**src/rtl/instr_fetch_unit.sv**
```systemverilog
// -----------------------------------------------------------------------------
// instr_fetch_unit
//
// Instruction fetch front end. Owns the program counter, addresses a
// zero-latency single-port instruction memory by word and hands each fetched
// word to decode through a single valid/ready register slot. Taken branches
// and jumps arrive as redirects. A redirect to a target that is not word
// aligned parks the unit in an error state until an aligned redirect or reset.
//
// Optional feature (macro IFU_STALL_CNT_EN):
//   Adds output stall_cnt, a saturating count of cycles in which a valid
//   instruction was held because decode was not ready. It is cleared only by
//   rsta.
//
// Ports:
//   clka            clock, all state changes on the rising edge
//   rsta            synchronous active-high reset
//   mem_addr        word address to instruction memory (pc[ADDR_WIDTH+1:2])
//   mem_data        instruction word at mem_addr, valid in the same cycle
//   redirect_valid  a branch/jump is taken this cycle
//   redirect_pc     byte address of the redirect target
//   instr_valid     instr/instr_pc hold a fetched instruction
//   instr_ready     decode accepts instr this cycle
//   instr           fetched instruction
//   instr_pc        byte address of instr
//   misaligned      level, last redirect target had nonzero bits [1:0]
//   stall_cnt       (IFU_STALL_CNT_EN only) saturating stall cycle count
// -----------------------------------------------------------------------------
module instr_fetch_unit #(
    parameter int unsigned ADDR_WIDTH = 9,
    parameter int unsigned DATA_WIDTH = 32,
    parameter logic [31:0] RESET_PC   = 32'h0000_0000
) (
    input  logic                  clka,
    input  logic                  rsta,
    output logic [ADDR_WIDTH-1:0] mem_addr,
    input  logic [DATA_WIDTH-1:0] mem_data,
    input  logic                  redirect_valid,
    input  logic [31:0]           redirect_pc,
    output logic                  instr_valid,
    input  logic                  instr_ready,
    output logic [DATA_WIDTH-1:0] instr,
    output logic [31:0]           instr_pc,
    output logic                  misaligned
`ifdef IFU_STALL_CNT_EN
    ,
    output logic [15:0]           stall_cnt
`endif
);

    typedef enum logic [1:0] {
        IDLE = 2'd0,  // one settle cycle after reset, no capture
        RUN  = 2'd1,  // fetching
        ERR  = 2'd2   // parked after a misaligned redirect
    } state_e;

    state_e                  state_q;
    logic [31:0]             pc_q;
    logic                    instr_valid_q;
    logic [DATA_WIDTH-1:0]   instr_q;
    logic [31:0]             instr_pc_q;
    logic                    misaligned_q;

    logic [31:0]             pc_d;
    logic                    slot_free;
    logic                    target_misaligned;

    // PC wraps modulo 2^32; the memory only ever sees the word-index bits,
    // so high addresses alias onto the 2^ADDR_WIDTH-word memory.
    assign pc_d              = pc_q + 32'd4;
    assign slot_free         = !instr_valid_q || instr_ready;
    assign target_misaligned = |redirect_pc[1:0];

    assign mem_addr    = pc_q[ADDR_WIDTH+1:2];
    assign instr_valid = instr_valid_q;
    assign instr       = instr_q;
    assign instr_pc    = instr_pc_q;
    assign misaligned  = misaligned_q;

    // NOTE: sequential state uses non-blocking assignments so every register
    // samples the pre-edge values of the others, independent of statement order.
    always_ff @(posedge clka) begin
        if (rsta) begin
            state_q       <= IDLE;
            pc_q          <= RESET_PC;
            instr_valid_q <= 1'b0;
            instr_q       <= '0;
            instr_pc_q    <= '0;
            misaligned_q  <= 1'b0;
        end else if (redirect_valid) begin
            // A redirect beats capture and stall: the held word belongs to the
            // wrong path, so it is dropped even if decode never took it.
            instr_valid_q <= 1'b0;
            pc_q          <= redirect_pc;
            misaligned_q  <= target_misaligned;
            state_q       <= target_misaligned ? ERR : RUN;
        end else begin
            unique case (state_q)
                IDLE: state_q <= RUN;
                RUN: begin
                    // Capture whenever the slot is empty or being accepted this
                    // edge, which gives back-to-back delivery at full rate.
                    if (slot_free) begin
                        instr_q       <= mem_data;
                        instr_pc_q    <= pc_q;
                        instr_valid_q <= 1'b1;
                        pc_q          <= pc_d;
                    end
                end
                ERR: ;
                default: state_q <= IDLE;
            endcase
        end
    end

`ifdef IFU_STALL_CNT_EN
    logic [15:0] stall_cnt_q;

    always_ff @(posedge clka) begin
        if (rsta) begin
            stall_cnt_q <= '0;
        end else if (instr_valid_q && !instr_ready && (stall_cnt_q != 16'hFFFF)) begin
            stall_cnt_q <= stall_cnt_q + 16'd1;
        end
    end

    assign stall_cnt = stall_cnt_q;
`endif

endmodule

```
**config.mk**
```make
export PLATFORM = sky130hd
export DESIGN_NAME = instr_fetch_unit
export DESIGN_NICKNAME = d
export VERILOG_FILES = /design/src/rtl/instr_fetch_unit.sv
export SDC_FILE = /design/constraint.sdc
export NUM_CORES = 1
export LEC_CHECK = 0
export ABC_CLOCK_PERIOD_IN_PS = 3200
export BUFFER_PORTS_ARGS = -buffer_cell sky130_fd_sc_hd__clkbuf_2
export CAP_MARGIN = 25
export CORE_AREA = 2 2 129 100
export CTS_CLUSTER_SIZE = 12
export DETAILED_ROUTE_END_ITERATION = 10
export DIE_AREA = 0 0 131 102
export PLACE_DENSITY = 0.68
export SETUP_SLACK_MARGIN = 0.02
export SLEW_MARGIN = 10
export SYNTH_ARGS = -nofsm -noshare
export SYNTH_HDL_FRONTEND = slang
export SYNTH_SLANG_ARGS = --single-unit
```
**constraint.sdc**
```tcl
create_clock -name clka -period 3.2 [get_ports clka]
set_input_delay 0.96 -clock clka [delete_from_list [all_inputs] [get_ports clka]]
set_output_delay 0.96 -clock clka [all_outputs]
set_load 0.02 [all_outputs]
```
# After elaboration in Yosys (flattened, before gate mapping)
# Cells that the tools add are included.
[classes] addsub=1 n_eq_ne=3 n_mux=6 bitwise=1 n_reduce_logical=11
[op_table] op="32-bit two-way mux" n=3
[op_table] op="32-bit by 3-bit adder with 32-bit output (second input constant)" n=1
[op_table] op="2-bit OR reduction" n=3
[op_table] op="2-bit two-way mux" n=2
[op_table] op="2-bit case mux with 2 select lines" n=1
[op_table] op="2-bit AND reduction" n=2
[op_table] op="2-bit nonzero test" n=2
[op_table] op="3-bit AND reduction" n=1
[op_table] op="2-bit by 1-bit equality test with 1-bit output (second input constant)" n=1
[op_table] op="2-bit equality test (second input constant)" n=1
[op_table] op="2-bit logical NOT" n=1
[op_table] op="2-bit by 1-bit inequality test with 1-bit output (second input constant)" n=1
[op_table] op="1-bit logical NOT" n=1
[op_table] op="1-bit logical OR" n=1
[op_table] op="1-bit NOT" n=1
[totals] regBits=100 output_inout_bits=75 elab_cells=28

# Depth between registers and ports, before layout
[depth] word_depth=5 depth_mapped=8

# Least setup slack after synthesis
# OpenSTA, ideal clock, no wires.
[synth_timing] path_type="input to register" start="input instr_ready" end="register pc_q[28]" setup_time_ns=0.091 arrival_time_ns=2.417 path_slack_ns=0.692 stages=6 cell_sequence="nand2b_1 clkbuf_1 nand4_1 or4_4 or3_1 a311oi_1"
[synth_between] elab_chain_cells=3
[synth_rtl] item="start, declared" line_no="41" rtl="input logic instr_ready,"
[synth_rtl] item="1-bit logical OR" line_no="71" rtl="assign slot_free = !instr_valid_q || instr_ready;"
[synth_rtl] item="2-bit nonzero test (no line)"
[synth_rtl] item="2-bit AND reduction (no line)"
[synth_rtl] item="end signal, assigned" line_no="94" rtl="pc_q <= redirect_pc;"
[synth_rtl] item="end signal, assigned" line_no="107" rtl="pc_q <= pc_d;"
[synth_rtl] item="end, declared" line_no="58" rtl="logic [31:0] pc_q;"
# No other way between the ends.
# A chain may end at the register's enable or synchronous reset.

# Final worst setup path
[layout_timing] start="register pc_q[9]" end="register pc_q[30]"
[layout_between] elab_chain_cells=4
[layout_rtl] item="32-bit by 3-bit adder with 32-bit output" line_no="70" rtl="assign pc_d = pc_q + 32'd4;"
[layout_rtl] item="32-bit two-way mux" line_no="103" rtl="if (slot_free) begin"
[layout_rtl] item="32-bit two-way mux" line_no="98" rtl="unique case (state_q)"
[layout_rtl] item="32-bit two-way mux" line_no="90" rtl="end else if (redirect_valid) begin"
# No other way between the ends. The select of a mux whose other input is x is not followed.

==> impl_metrics.py <==
metrics = {
    "run_status": {
        "outcome": "complete, no violations",
    },
    "worst_setup_path": {
        "critical_path.max_stage_delay_ps": 580,
        "crit_arrival_ps": 2490,
        "r2r_end": "pc_q[30]",
        "rr_startpoint": "pc_q[9]",
        "crit_path_start_kind": "flip-flop",
        "slowest_stage": "or4_4",
        "setup.worst_path.end_class": "flip-flop",
        "crit_start": "pc_q[9]",
        "endpoint": "pc_q[30]",
        "required_ps": 3440,
        "path_cells": "and4_4, nand4_4, or4_4, or3_1, a311oi_1",
        "worst-r2r-cell-count": 5,
        "crit_type": "flip-flop to flip-flop",
        "regToRegSetupSlack_ps": 950,
        "critPathMaxFanout": 8,
    },
    "logic_synthesis": {
        "muxShareOfSynthArea_pct": 0.9668,
        "yosysSeqAreaShare_pct": 48.34,
        "postSynthCellCount": 521,
        "ys_ff_latch": 100,
        "synthXorXnorAreaFrac_pct": 5.076,
        "synthSimpleGateAreaFrac_pct": 25.23,
        "ys_warn_count": 0,
        "netlist.area_leader.share_pct": 48.34,
        "yosys-top-cells-area": "dfxtp_1, nand2_1, a21oi_1",
        "avgSynthCellArea_um2": 7.949,
        "synth_top_family_by_area": "simple AND/OR/NAND/NOR gates",
        "synth_adder_area_share_pct": 0.9063,
        "netlist_area_mm2": 0.004141,
        "synth_cell_types": 34,
        "synth_compound_area_share_pct": 14.05,
        "synth_top_area_cell": "dfxtp_1",
        "syn-num-nets": 592,
    },
    "timing": {
        "setup-violations-final": 0,
        "fmax_mhz": 444.2,
        "hold_violations": 0,
        "fin_crit_sh_pct": 70.36,
        "rsz0062_at_grt": "no",
        "relSlewSlack_pct": 44.91,
        "setup_ws_ps": 948.6,
        "fin_skew_ps": 10.25,
        "fin_crit_ps": 2251,
        "slew_violations": 0,
        "setup_tns_ps": 0,
        "tightest_slew_ps": 826.3,
    },
    "floorplan": {
        "start_util_pct": 34.39,
        "die-height_um": 102,
        "die_x_um": 131,
        "rows": 35,
        "io-pin-count": 143,
        "die_area_mm2": 0.01336,
        "coreArea_mm2": 0.01204,
    },
    "clock_network": {
        "htree_num_levels": 3,
        "root_buffer": "clkbuf_16",
        "clkSinkCount": 100,
        "clk_latency_ps": 340,
        "cts_hold_buf": 0,
        "cts_tree": "built",
        "clk_path_buf_depth": 2,
        "post_cts_buffers": 0,
        "clk_pin_slew_ps": 70,
        "cts_resized": 0,
        "cts_buffers": 9,
    },
    "power_and_ir_drop": {
        "p_leak_uw": 0.002066,
        "p_per_area_mw_per_mm2": 505.7,
        "vdd_drop_max_mv": 0.2254,
    },
    "drt": {
        "antenna_left": 0,
        "drc": 0,
        "drt_wl_total_um": 10920,
        "vias_per_cell": 4.837,
        "vias": 3908,
        "routedWlPerCell_um": 13.52,
        "drt_iter0_drc": 127,
        "drt-pass1-iter-count": 4,
    },
    "final_layout": {
        "nNetsFinal": 709,
        "fillers": 1251,
        "layout_common_cells": "nand2_1, clkbuf_2, dfxtp_1, a21oi_1, nor2_1",
        "area_growth_syn_to_layout_pct": 26.04,
        "diodes": 0,
        "layout_commonest_cell": "nand2_1",
        "drive_above_1_share_pct": 26.32,
    },
    "flow_run": {
        "cap_violations": 0,
    },
    "global_routing": {
        "grt.total_usage_pct": 16.60,
        "gr-total-overflow": 0,
        "antenna_found_initial": 0,
        "grt_pass1_vias": 3652,
        "grt_pass1_wl_um": 17500,
        "grt_start_max_net_pins": 79,
    },
    "place": {
        "place.gp.congestion": 0.8322,
        "dp_slack_ps": 636.2,
        "hpwl_um": 7721,
        "portBuffers": 142,
    },
    "worst_hold_path": {
        "hp-class": "flip-flop to flip-flop",
    },
}
worst max-delay path: cells and delay by family (launching register included):
kind               cells  cell delay, ps
and+or+nand+nor        4            1380
AOI/OAI and AO/OA      1             300
DFF                    1             470
synth_stat cells:
library cell	number
nand4bb_1	1
o21ai_0	6
and3_1	6
nor3_1	10
nand2_1	150
a211oi_1	17
and2_0	1
buf_1	1
dfxtp_1	100
nand4_1	7
inv_1	6
ha_1	3
mux2i_1	4
or4_4	1
a21oi_1	73
or3_1	4
nor4b_1	1
inv_2	1
nand3b_1	1
and4_1	1
buf_4	9
nand2b_1	2
xor2_1	1
nor2_1	28
nand4_4	1
a311oi_1	5
and2_1	1
o21a_1	1
xnor2_1	23
and4_4	2
nor4_1	7
o31ai_1	1
clkbuf_1	34
nand3_1	12
power by group:
group	internal (uW)	switching, uW
clock network	567	444
registers	1300	51.6
logic	111	170
total	1970	665
state kept, by name, indices dropped and copies added (netlist names):
name and cells:
instr_pc 32, instr_valid 1, state_q 2, pc_q 32, misaligned 1, instr 32
worst min path at each step:
stage / slack (ps) / end / start / depth (start not counted)
finish: 450 / instr_pc[0] / pc_q[0] / 2
global route: 470 / instr_pc[22] / instr_pc[22] / 2
CTS: 460 / instr_pc[0] / pc_q[0] / 2
detailed placement: 450 / instr_pc[0] / pc_q[0] / 2
global placement: 440 / instr_pc[0] / pc_q[0] / 2
floorplan: 430 / instr_pc[0] / pc_q[0] / 2
cell type report:
type                       instances  area (um2)  share of cell area, %
inverter                           7       26.28                 0.5034
timing repair buffer             150       785.8                  15.05
tap                              166       207.7                  3.979
sequential                       100        2002                  38.35
clock inverter                     1       7.507                 0.1438
clock buffer                      14       264.0                  5.058
multi-input combinational        370        1927                  36.91
per-stage QoR:
step	cell area [um2]	instances	utilization, %	power [uW]	hold slack (ps)
final	5220	808	43.35	2640	450.7
after global placement	4949	793	41.09	1648	440.2
after floorplan	4141	521	-	1546	431.2
after global routing	5220	808	43.35	2762	472.4
after CTS	5220	808	43.35	2675	455.0
after detailed placement	4949	793	41.09	1659	446.2
per-layer routing:
layer	track usage, %	wire length (um)	vias up
met3	4.712	608	15
met1	21.74	5232	1801
met2	26.50	4933	107
li1	-	-	1985
met4	5.483	150	0
met5	0	0	-
cell families (layout without fill, tap and decap cells):
logic type,Yosys count,count (layout)
compound gates,103,103
fa+ha+maj,3,3
mux,4,4
flops,100,100
buf+inv,51,172
simple gates,236,236
xor+xnor,24,24
No activity file was read; power rests on OpenSTA's default activity.
